File: src/rtl/mac_accumulator_pkg.sv
// Shared types and constants for the MAC accumulator slice.
// Optional build macro: MAC_ACCUMULATOR_SATURATE_EN (clamp instead of wrap).
package mac_accumulator_pkg;

    localparam int PROD_W            = 8;
    localparam int DEFAULT_ACC_W     = 12;
    localparam int DEFAULT_MAX_TERMS = 16;

    typedef enum logic {
        ACCUM = 1'b0,
        DONE  = 1'b1
    } state_t;

endpackage

File: src/rtl/mac_sat_add.sv
// Combinational accumulator + product adder with carry-out.
// MAC_ACCUMULATOR_SATURATE_EN selects clamp-to-max on carry; otherwise the sum wraps.
module mac_sat_add
    import mac_accumulator_pkg::*;
#(
    parameter int ACC_W = DEFAULT_ACC_W
) (
    input  logic [ACC_W-1:0]  i_acc,
    input  logic [PROD_W-1:0] i_prod,
    output logic [ACC_W-1:0]  o_sum,
    output logic              o_carry
);

    logic [ACC_W:0] w_full;

    assign w_full  = {1'b0, i_acc} + {{(ACC_W + 1 - PROD_W){1'b0}}, i_prod};
    assign o_carry = w_full[ACC_W];

`ifdef MAC_ACCUMULATOR_SATURATE_EN
    // Once clamped, any further add carries again, so the clamp persists.
    assign o_sum = o_carry ? {ACC_W{1'b1}} : w_full[ACC_W-1:0];
`else
    assign o_sum = w_full[ACC_W-1:0];
`endif

endmodule

File: src/rtl/mac_accumulator.sv
// Accumulates 8-bit products into an ACC_W-bit sum, then holds the result until consumed.
// Build macro MAC_ACCUMULATOR_SATURATE_EN selects saturating accumulation (default: wrap).
module mac_accumulator
    import mac_accumulator_pkg::*;
#(
    parameter int ACC_W     = DEFAULT_ACC_W,
    parameter int MAX_TERMS = DEFAULT_MAX_TERMS,
    localparam int CNT_W    = $clog2(MAX_TERMS + 1)
) (
    input  logic              clk,
    input  logic              rst_n,
    input  logic              in_valid,
    input  logic [PROD_W-1:0] in_prod,
    input  logic              in_last,
    output logic              in_ready,
    output logic              out_valid,
    input  logic              out_ready,
    output logic [ACC_W-1:0]  out_sum,
    output logic [CNT_W-1:0]  out_count,
    output logic              overflow,
    output state_t            dbg_state
);

    // Handshake: a product transfers on a rising edge where in_valid && in_ready;
    // the result transfers on an edge where out_valid && out_ready. in_ready and
    // out_valid are registered and mutually exclusive (ACCUM vs DONE).
    localparam logic [CNT_W-1:0] LAST_CNT = CNT_W'(MAX_TERMS - 1);
    localparam logic [CNT_W-1:0] ONE_CNT  = CNT_W'(1);

    state_t           r_state;
    logic [ACC_W-1:0] r_acc;
    logic [CNT_W-1:0] r_count;
    logic             r_overflow;
    logic             r_in_ready;
    logic             r_out_valid;

    logic [ACC_W-1:0] w_sum;
    logic             w_carry;
    logic             w_accept;
    logic             w_final;

    mac_sat_add #(
        .ACC_W (ACC_W)
    ) u_add (
        .i_acc   (r_acc),
        .i_prod  (in_prod),
        .o_sum   (w_sum),
        .o_carry (w_carry)
    );

    assign w_accept = in_valid & r_in_ready;
    assign w_final  = in_last | (r_count == LAST_CNT);

    always_ff @(posedge clk) begin
        if (!rst_n) begin
            r_state     <= ACCUM;
            r_acc       <= '0;
            r_count     <= '0;
            r_overflow  <= 1'b0;
            r_in_ready  <= 1'b1;
            r_out_valid <= 1'b0;
        end else begin
            case (r_state)
                ACCUM: begin
                    if (w_accept) begin
                        r_acc   <= w_sum;
                        r_count <= r_count + ONE_CNT;
                        if (w_carry) r_overflow <= 1'b1;
                        if (w_final) begin
                            r_state     <= DONE;
                            r_in_ready  <= 1'b0;
                            r_out_valid <= 1'b1;
                        end
                    end
                end
                DONE: begin
                    if (out_ready) begin
                        r_state     <= ACCUM;
                        r_acc       <= '0;
                        r_count     <= '0;
                        r_overflow  <= 1'b0;
                        r_in_ready  <= 1'b1;
                        r_out_valid <= 1'b0;
                    end
                end
            endcase
        end
    end

    assign in_ready  = r_in_ready;
    assign out_valid = r_out_valid;
    assign out_sum   = r_acc;
    assign out_count = r_count;
    assign overflow  = r_overflow;
    assign dbg_state = r_state;

endmodule
File: config.mk
export PLATFORM = sky130hd
export DESIGN_NAME = mac_accumulator
export DESIGN_NICKNAME = d
export VERILOG_FILES = /design/src/rtl/mac_accumulator_pkg.sv /design/src/rtl/mac_sat_add.sv /design/src/rtl/mac_accumulator.sv
export SDC_FILE = /design/constraint.sdc
export NUM_CORES = 1
export LEC_CHECK = 0
export BUFFER_PORTS_ARGS = -buffer_cell sky130_fd_sc_hd__buf_2
export CAP_MARGIN = 25
export CORE_UTILIZATION = 54
export CTS_BUF_LIST = sky130_fd_sc_hd__clkbuf_16
export DETAILED_ROUTE_END_ITERATION = 12
export PLACE_DENSITY = 0.83
export SYNTH_ARGS = -nofsm -noshare
export SYNTH_HDL_FRONTEND = slang
export SYNTH_SLANG_ARGS = --single-unit
File: constraint.sdc
create_clock -name clk -period 3.9 [get_ports clk]
set_input_delay 0.585 -clock clk [delete_from_list [all_inputs] [get_ports clk]]
set_output_delay 0.585 -clock clk [all_outputs]
set_load 0.02 [all_outputs]
==> results of run 1 <==
==> critical path, delay by kind of cell <==
| family | cells | cell delay (ps) |
|---|---|---|
| xor+xnor | 1 | 170 |
| simple gates | 2 | 210 |
| buf+inv | 1 | 100 |
| fa+ha+maj | 2 | 650 |
| compound gates | 2 | 380 |
==> Yosys cell counts (all sizes together) <==
cell type,n,area [um2]
a211oi,2,20.0
a311oi,1,8.76
nor2,10,40.0
nand3,7,35.0
nand3b,1,7.51
o21ai,8,40.0
fa,1,20.0
nor2b,6,37.5
and3,2,12.5
nand4,3,18.8
o2111ai,1,15.0
o21bai,1,7.51
clkbuf,1,3.75
a31o,1,8.76
o211ai,1,7.51
o21a,1,7.51
o22ai,1,12.5
and2,2,12.5
nand2b,1,6.26
or2,1,6.26
inv,2,7.51
xor2,5,43.8
ha,10,125
nand2,13,51.3
a22oi,4,30.0
mux2i,1,10.0
dfxtp,21,420
xnor2,4,35.0
a21oi,11,58.8
a31oi,1,6.26
a21o,4,31.3
==> cell type report <==
type | count | area share [%]
multi-input combinational | 104 | 50.4
clock inverter | 1 | 0.264
sequential | 21 | 29.6
timing repair buffer | 33 | 11.6
clock buffer | 3 | 5.28
inverter | 2 | 0.528
tap | 27 | 2.38
==> power by group <==
part	total [mW]	internal, mW	leakage (nW)	switching [mW]
logic	0.162	0.0629	0.461	0.0986
registers	0.246	0.231	0.171	0.0150
clock network	0.210	0.136	0.0423	0.0739
==> per-stage QoR <==
step / setup WS [ps] / hold WS [ps]
after global routing: 1850 / 491
after CTS: 1930 / 449
after floorplan: 1970 / 536
after global placement: 1790 / 429
after detailed placement: 1710 / 437
final: 1940 / 447
==> kinds of logic after synthesis <==
group | count (synthesis) | synth area share, %
AND/OR/NAND/NOR | 46 | 19.8
AO/OA/AOI/OAI | 37 | 22.1
flip-flops | 21 | 36.6
adder cells (fa/ha/maj) | 11 | 12.7
XOR/XNOR | 9 | 6.87
buffers and inverters | 3 | 0.981
multiplexers | 1 | 0.872
==> state kept, by name, indices dropped and copies added (netlist names) <==
signal / count
dbg_state: 1
overflow: 1
in_ready: 1
out_count: 5
out_sum: 12
out_valid: 1
==> worst min-delay path by stage <==
stage                      endpoint  slack [ps]
after floorplan            overflow         540
after global placement    out_valid         430
after detailed placement  out_valid         440
after CTS                 out_valid         450
after global routing      out_valid         490
final                     out_valid         450
==> routing by layer <==
metal  global-route usage, %  vias to the layer above  wire length, um
li1                        -                      535                -
met2                    47.3                       31             1400
met1                    27.3                      512             1130
met5                       0                        -                0
met3                    4.44                        4              118
met4                    12.2                        0               25
==> flow_summary.yaml, run 1 <==
layout:
  fin_cells: 191
  antenna_cells: 0
  fin_util_pct: 71.7
  layout_commonest_cell: "buf_2"
  finalInstanceArea_mm2: 0.00142
  syn_to_final_growth_pct: 23.9
  regArea_um2: 420
  multi_input_area_um2: 716
  fin_nets: 189
  final_cell_mix: "33 x buf_2, 21 x dfxtp_1, 12 x nand2_1, 10 x a21oi_1, 10 x ha_1"
  drive_above_1_share_pct: 27.4
  fillers: 154
logic_synthesis:
  ys_types: 38
  synthesis.instances: 128
  syn-mean-instance-area_um2: 8.96
  ys_seq_elements: 21
  yosysWarnings: 0
  syn-cell-area_mm2: 0.00115
  ys_seq_area_share_pct: 36.6
  syn-num-nets: 152
critical_path:
  endpoint: "out_sum[8]"
  crit_path_top_delay_cell: "fa_1"
  reg2reg_depth: 7
  critPathKind: "primary input to flip-flop"
  critical_path.cell_chain: "buf_2, ha_1, fa_1, nand3_1, a211oi_2, o21ai_0, xnor2_1, nor2_1"
  cp-startpoint: "in_prod[0]"
  regToRegStartpoint: "out_sum[0]"
  critPathMaxStageDelay_ps: 420
  startpoint_type: "primary input"
  critPathRequiredTime_ps: 4040
  rrSetupSlack_ps: 2060
  crit_path_end_kind: "flip-flop"
  cp_max_fo: 3
  reg2reg_to: "out_sum[8]"
  critical_path_arrival_ps: 2100
floorplanning:
  die_area_mm2: 0.00231
  io_pins: 34
  start_util_pct: 57.9
  core-area_mm2: 0.00198
  dieWidth_um: 48.1
  die_h_um: 48.1
  rows: 16
clock_network:
  h-tree-depth: 1
  post_cts.repair.setup_buffers: 0
  tritoncts: "built"
  cts-resized-gates: 0
  cts.path.max_buffers: 2
  clock_sinks: 21
  clkTransAtPathRegs_ps: 60
  cts_root_buf: "clkbuf_16"
  hold_buffers: 0
  clk_latency_ps: 250
  numCtsBuffers: 3
timing:
  finalMaxSlewViolations: 0
  worst_pin_slew_ps: 496
  fin_worst_skew_ps: 2.43
  fin_crit_sh_pct: 50.3
  relSlewSlack_pct: 66.9
  setup-tns-final_ps: 0
  timing.fmax_mhz: 509
  fin_crit_ps: 1960
  setup_viol: 0
  finalHoldViolations: 0
  rsz0062_at_grt: "false"
global_route:
  grt_use_total_pct: 25.3
  grt_first_pass_wirelength_um: 4130
  grt_pass1_vias: 1053
  overflow: 0
  grt_start_max_net_pins: 16
  antenna_found_initial: 0
power_and_ir_drop:
  totalPowerFinal_uw: 618
  irDropWorstVdd_mv: 0.255
  p_leak_nw: 0.675
  power_density_mw_per_mm2: 435
drt:
  routed-via-count: 1082
  drt_iter0_markers: 13
  antenna_left: 0
  drc: 0
  viasPerCell: 5.66
  wl_per_cell_um: 14.0
  first_pass_iters: 4
  postRouteWirelength_um: 2670
place:
  dp.final_hpwl_um: 1880
  io_buffers: 33
  place_congestion: 0.873
  placed_cell_area_mm2: 0.00134
  dp.cells: 187
run:
  cap_violations: 0
status:
  status: "finished, final reports clean"
hold_path:
  min_from: "out_valid"
  holdCritPathClass: "flip-flop to flip-flop"
  min_path_cells: 1
(Power assumes the default switching activity.)
==> inputs of run 2 (changes only) <==
- ABC_AREA: default -> 1
- CORE_UTILIZATION: 54 -> 51
- PLACE_DENSITY: 0.83 -> 0.78
- clock period: 3.9 -> 2.05 ns (I/O delays scaled with it)
==> run 2 against run 1 <==
Net effect: via count grew 22%; first-iteration DRC count up 120%; clock power rose by 100%; sequential cell count unchanged; critical path type is now flip-flop to flip-flop; sequential share of layout area decreased by 2.2 points; final cell count up 29%; clock skew barely moved.
==> flow_summary.yaml, run 2 <==
status:
  status: "finished, final reports clean"
global_route:
  overflow: 0
  grt_use_total_pct: 25.4
  grt_start_max_net_pins: 15
  antenna_found_initial: 0
  grt_first_pass_wirelength_um: 4900
  grt_pass1_vias: 1177
logic_synthesis:
  synth.most_common_cell: "nand2_1"
  syn-num-nets: 207
  yosys_most_used_dff: "dfxtp_1"
  yosysWarnings: 0
  synth_top_cell_by_area: "dfxtp_1"
  synth_edf_count: 0
  synth_area_leaders: "dfxtp_1 33%, nand2_1 15%, ha_1 9.9%, a21oi_1 8.7%, nand3_1 6.3%"
  syn-mean-instance-area_um2: 6.91
  ys_top_cells_by_count: "51 x nand2_1, 22 x a21oi_1, 21 x dfxtp_1"
  synthesis.instances: 183
  syn-cell-area_mm2: 0.00126
  ys_seq_elements: 21
  async_flop_share_pct: 0
  ys_types: 25
  synth_top_area_share_pct: 33.3
  ys_seq_area_share_pct: 33.3
clock_network:
  clkTransAtPathRegs_ps: 60
  clock_sinks: 21
  post_cts.repair.setup_buffers: 0
  numCtsBuffers: 3
  clk_latency_ps: 260
  cts_root_buf: "clkbuf_16"
  hold_buffers: 0
  tritoncts: "built"
  cts.path.max_buffers: 2
  h-tree-depth: 1
  cts-resized-gates: 0
power_and_ir_drop:
  clkPwrFrac_pct: 35.8
  irDropWorstVdd_mv: 0.465
  power_frac_comb_pct: 25.3
  seqPwrFrac_pct: 38.9
  p_int_uw: 806
  power_density_mw_per_mm2: 770
  p_leak_nw: 0.765
  totalPowerFinal_mw: 1.18
  swShare_pct: 31.9
  p_sw_uw: 377
timing:
  finalHoldViolations: 0
  relSlewSlack_pct: 67.7
  worst_pin_slew_ps: 484
  finalMaxSlewViolations: 0
  rsz0062_at_grt: "false"
  fin_worst_skew_ps: 1.99
  fin_crit_ps: 1690
  setup_viol: 0
  setup-tns-final_ps: 0
  timing.fmax_mhz: 592
  fin_crit_sh_pct: 82.4
floorplanning:
  dieWidth_um: 51.8
  rows: 17
  io_pins: 34
  start_util_pct: 55.5
  core-area_mm2: 0.00228
  die_area_mm2: 0.00268
  die_h_um: 51.8
drt:
  routed-via-count: 1317
  drt_iter0_markers: 28
  antenna_left: 0
  wl_per_cell_um: 12.3
  drc: 0
  viasPerCell: 5.33
  first_pass_iters: 4
  postRouteWirelength_um: 3050
critical_path:
  reg2reg_depth: 9
  critPathKind: "flip-flop to flip-flop"
  critical_path_arrival_ps: 1880
  cp_max_fo: 5
  startpoint_type: "flip-flop"
  crit_path_end_kind: "flip-flop"
  critPathRequiredTime_ps: 2240
place:
  io_buffers: 33
  place_congestion: 0.895
  placed_cell_area_mm2: 0.00146
  dp.cells: 243
  dp.final_hpwl_um: 2300
layout:
  fin_cells: 247
  syn_to_final_growth_pct: 21.6
  drive_above_1_share_pct: 23.7
  fillers: 189
  antenna_cells: 0
  final_cell_mix: "51 x nand2_1, 33 x buf_2, 22 x a21oi_1, 21 x dfxtp_1, 18 x inv_1"
  layout_commonest_cell: "nand2_1"
  fin_nets: 244
  largest_reg_flops: 12
  finalInstanceArea_mm2: 0.00154
run:
  cap_violations: 0
hold_path:
  min_path_cells: 4
  holdCritPathClass: "primary input to flip-flop"
## run 2: worst max-delay path, cell delays in order (launching register included)
cell and delay [ps]:
dfxtp_1 330, ha_1 230, fa_1 420, nand2_1 80, nand2_1 100, nand3_1 110
nand2_2 90, nand2_1 80, nand2_1 50, a21oi_1 120
## run 2: per-stage QoR
| step | utilization, % | hold WS, ps | setup WS [ps] |
|---|---|---|---|
| floorplan | - | 446 | 442 |
| global placement | 64.0 | 444 | 360 |
| detailed placement | 64.0 | 443 | 296 |
| CTS | 67.5 | 319 | 373 |
| global route | 67.5 | 337 | 238 |
| finish | 67.5 | 322 | 360 |
## run 2: layout make-up
type                       count  area, um2  share of cell area [%]
clock buffer                   3       75.1                    4.89
tap                           28       35.0                    2.28
timing repair buffer          35        180                    11.7
inverter                      21       78.8                    5.13
sequential                    21        420                    27.4
multi-input combinational    138        742                    48.3
clock inverter                 1       5.00                   0.326
## run 2: power groups by stage
| stage | logic, mW | clock network, mW | registers, mW |
|---|---|---|---|
| 6_report | 0.299 | 0.424 | 0.460 |
| 5_1_grt | 0.332 | 0.448 | 0.464 |
| 4_1_cts | 0.298 | 0.429 | 0.461 |
| 3_5_place_dp | 0.294 | 0 | 0.469 |
| 3_3_place_gp | 0.288 | 0 | 0.466 |
| 2_1_floorplan | 0.184 | 0 | 0.500 |
## run 2: path summary, 6_finish.rpt
path / start / endpoint / slack [ps]
min: out_ready / dbg_state / 320
max reg2reg: out_sum[0] / out_sum[10] / 360
min reg2reg: overflow / overflow / 450
max: out_sum[0] / out_sum[10] / 360
## run 2: layer usage
metal	part of all wire, %	global-route usage, %	vias up	routed length (um)
met1	44	29.7	597	1330
met3	4.3	4.68	11	130
met4	2.4	14.0	0	73
met2	50	43.3	37	1510
li1	-	-	672	-
met5	0	0	-	0
## run 2: logic make-up (layout without fill, tap and decap cells)
| kind of cell | count (synthesis) | in the layout | synth area share, % |
|---|---|---|---|
| fa+ha+maj | 11 | 11 | 11.5 |
| buf+inv | 24 | 60 | 8.02 |
| flops | 21 | 21 | 33.3 |
| compound gates | 34 | 34 | 14.8 |
| simple gates | 93 | 93 | 32.5 |
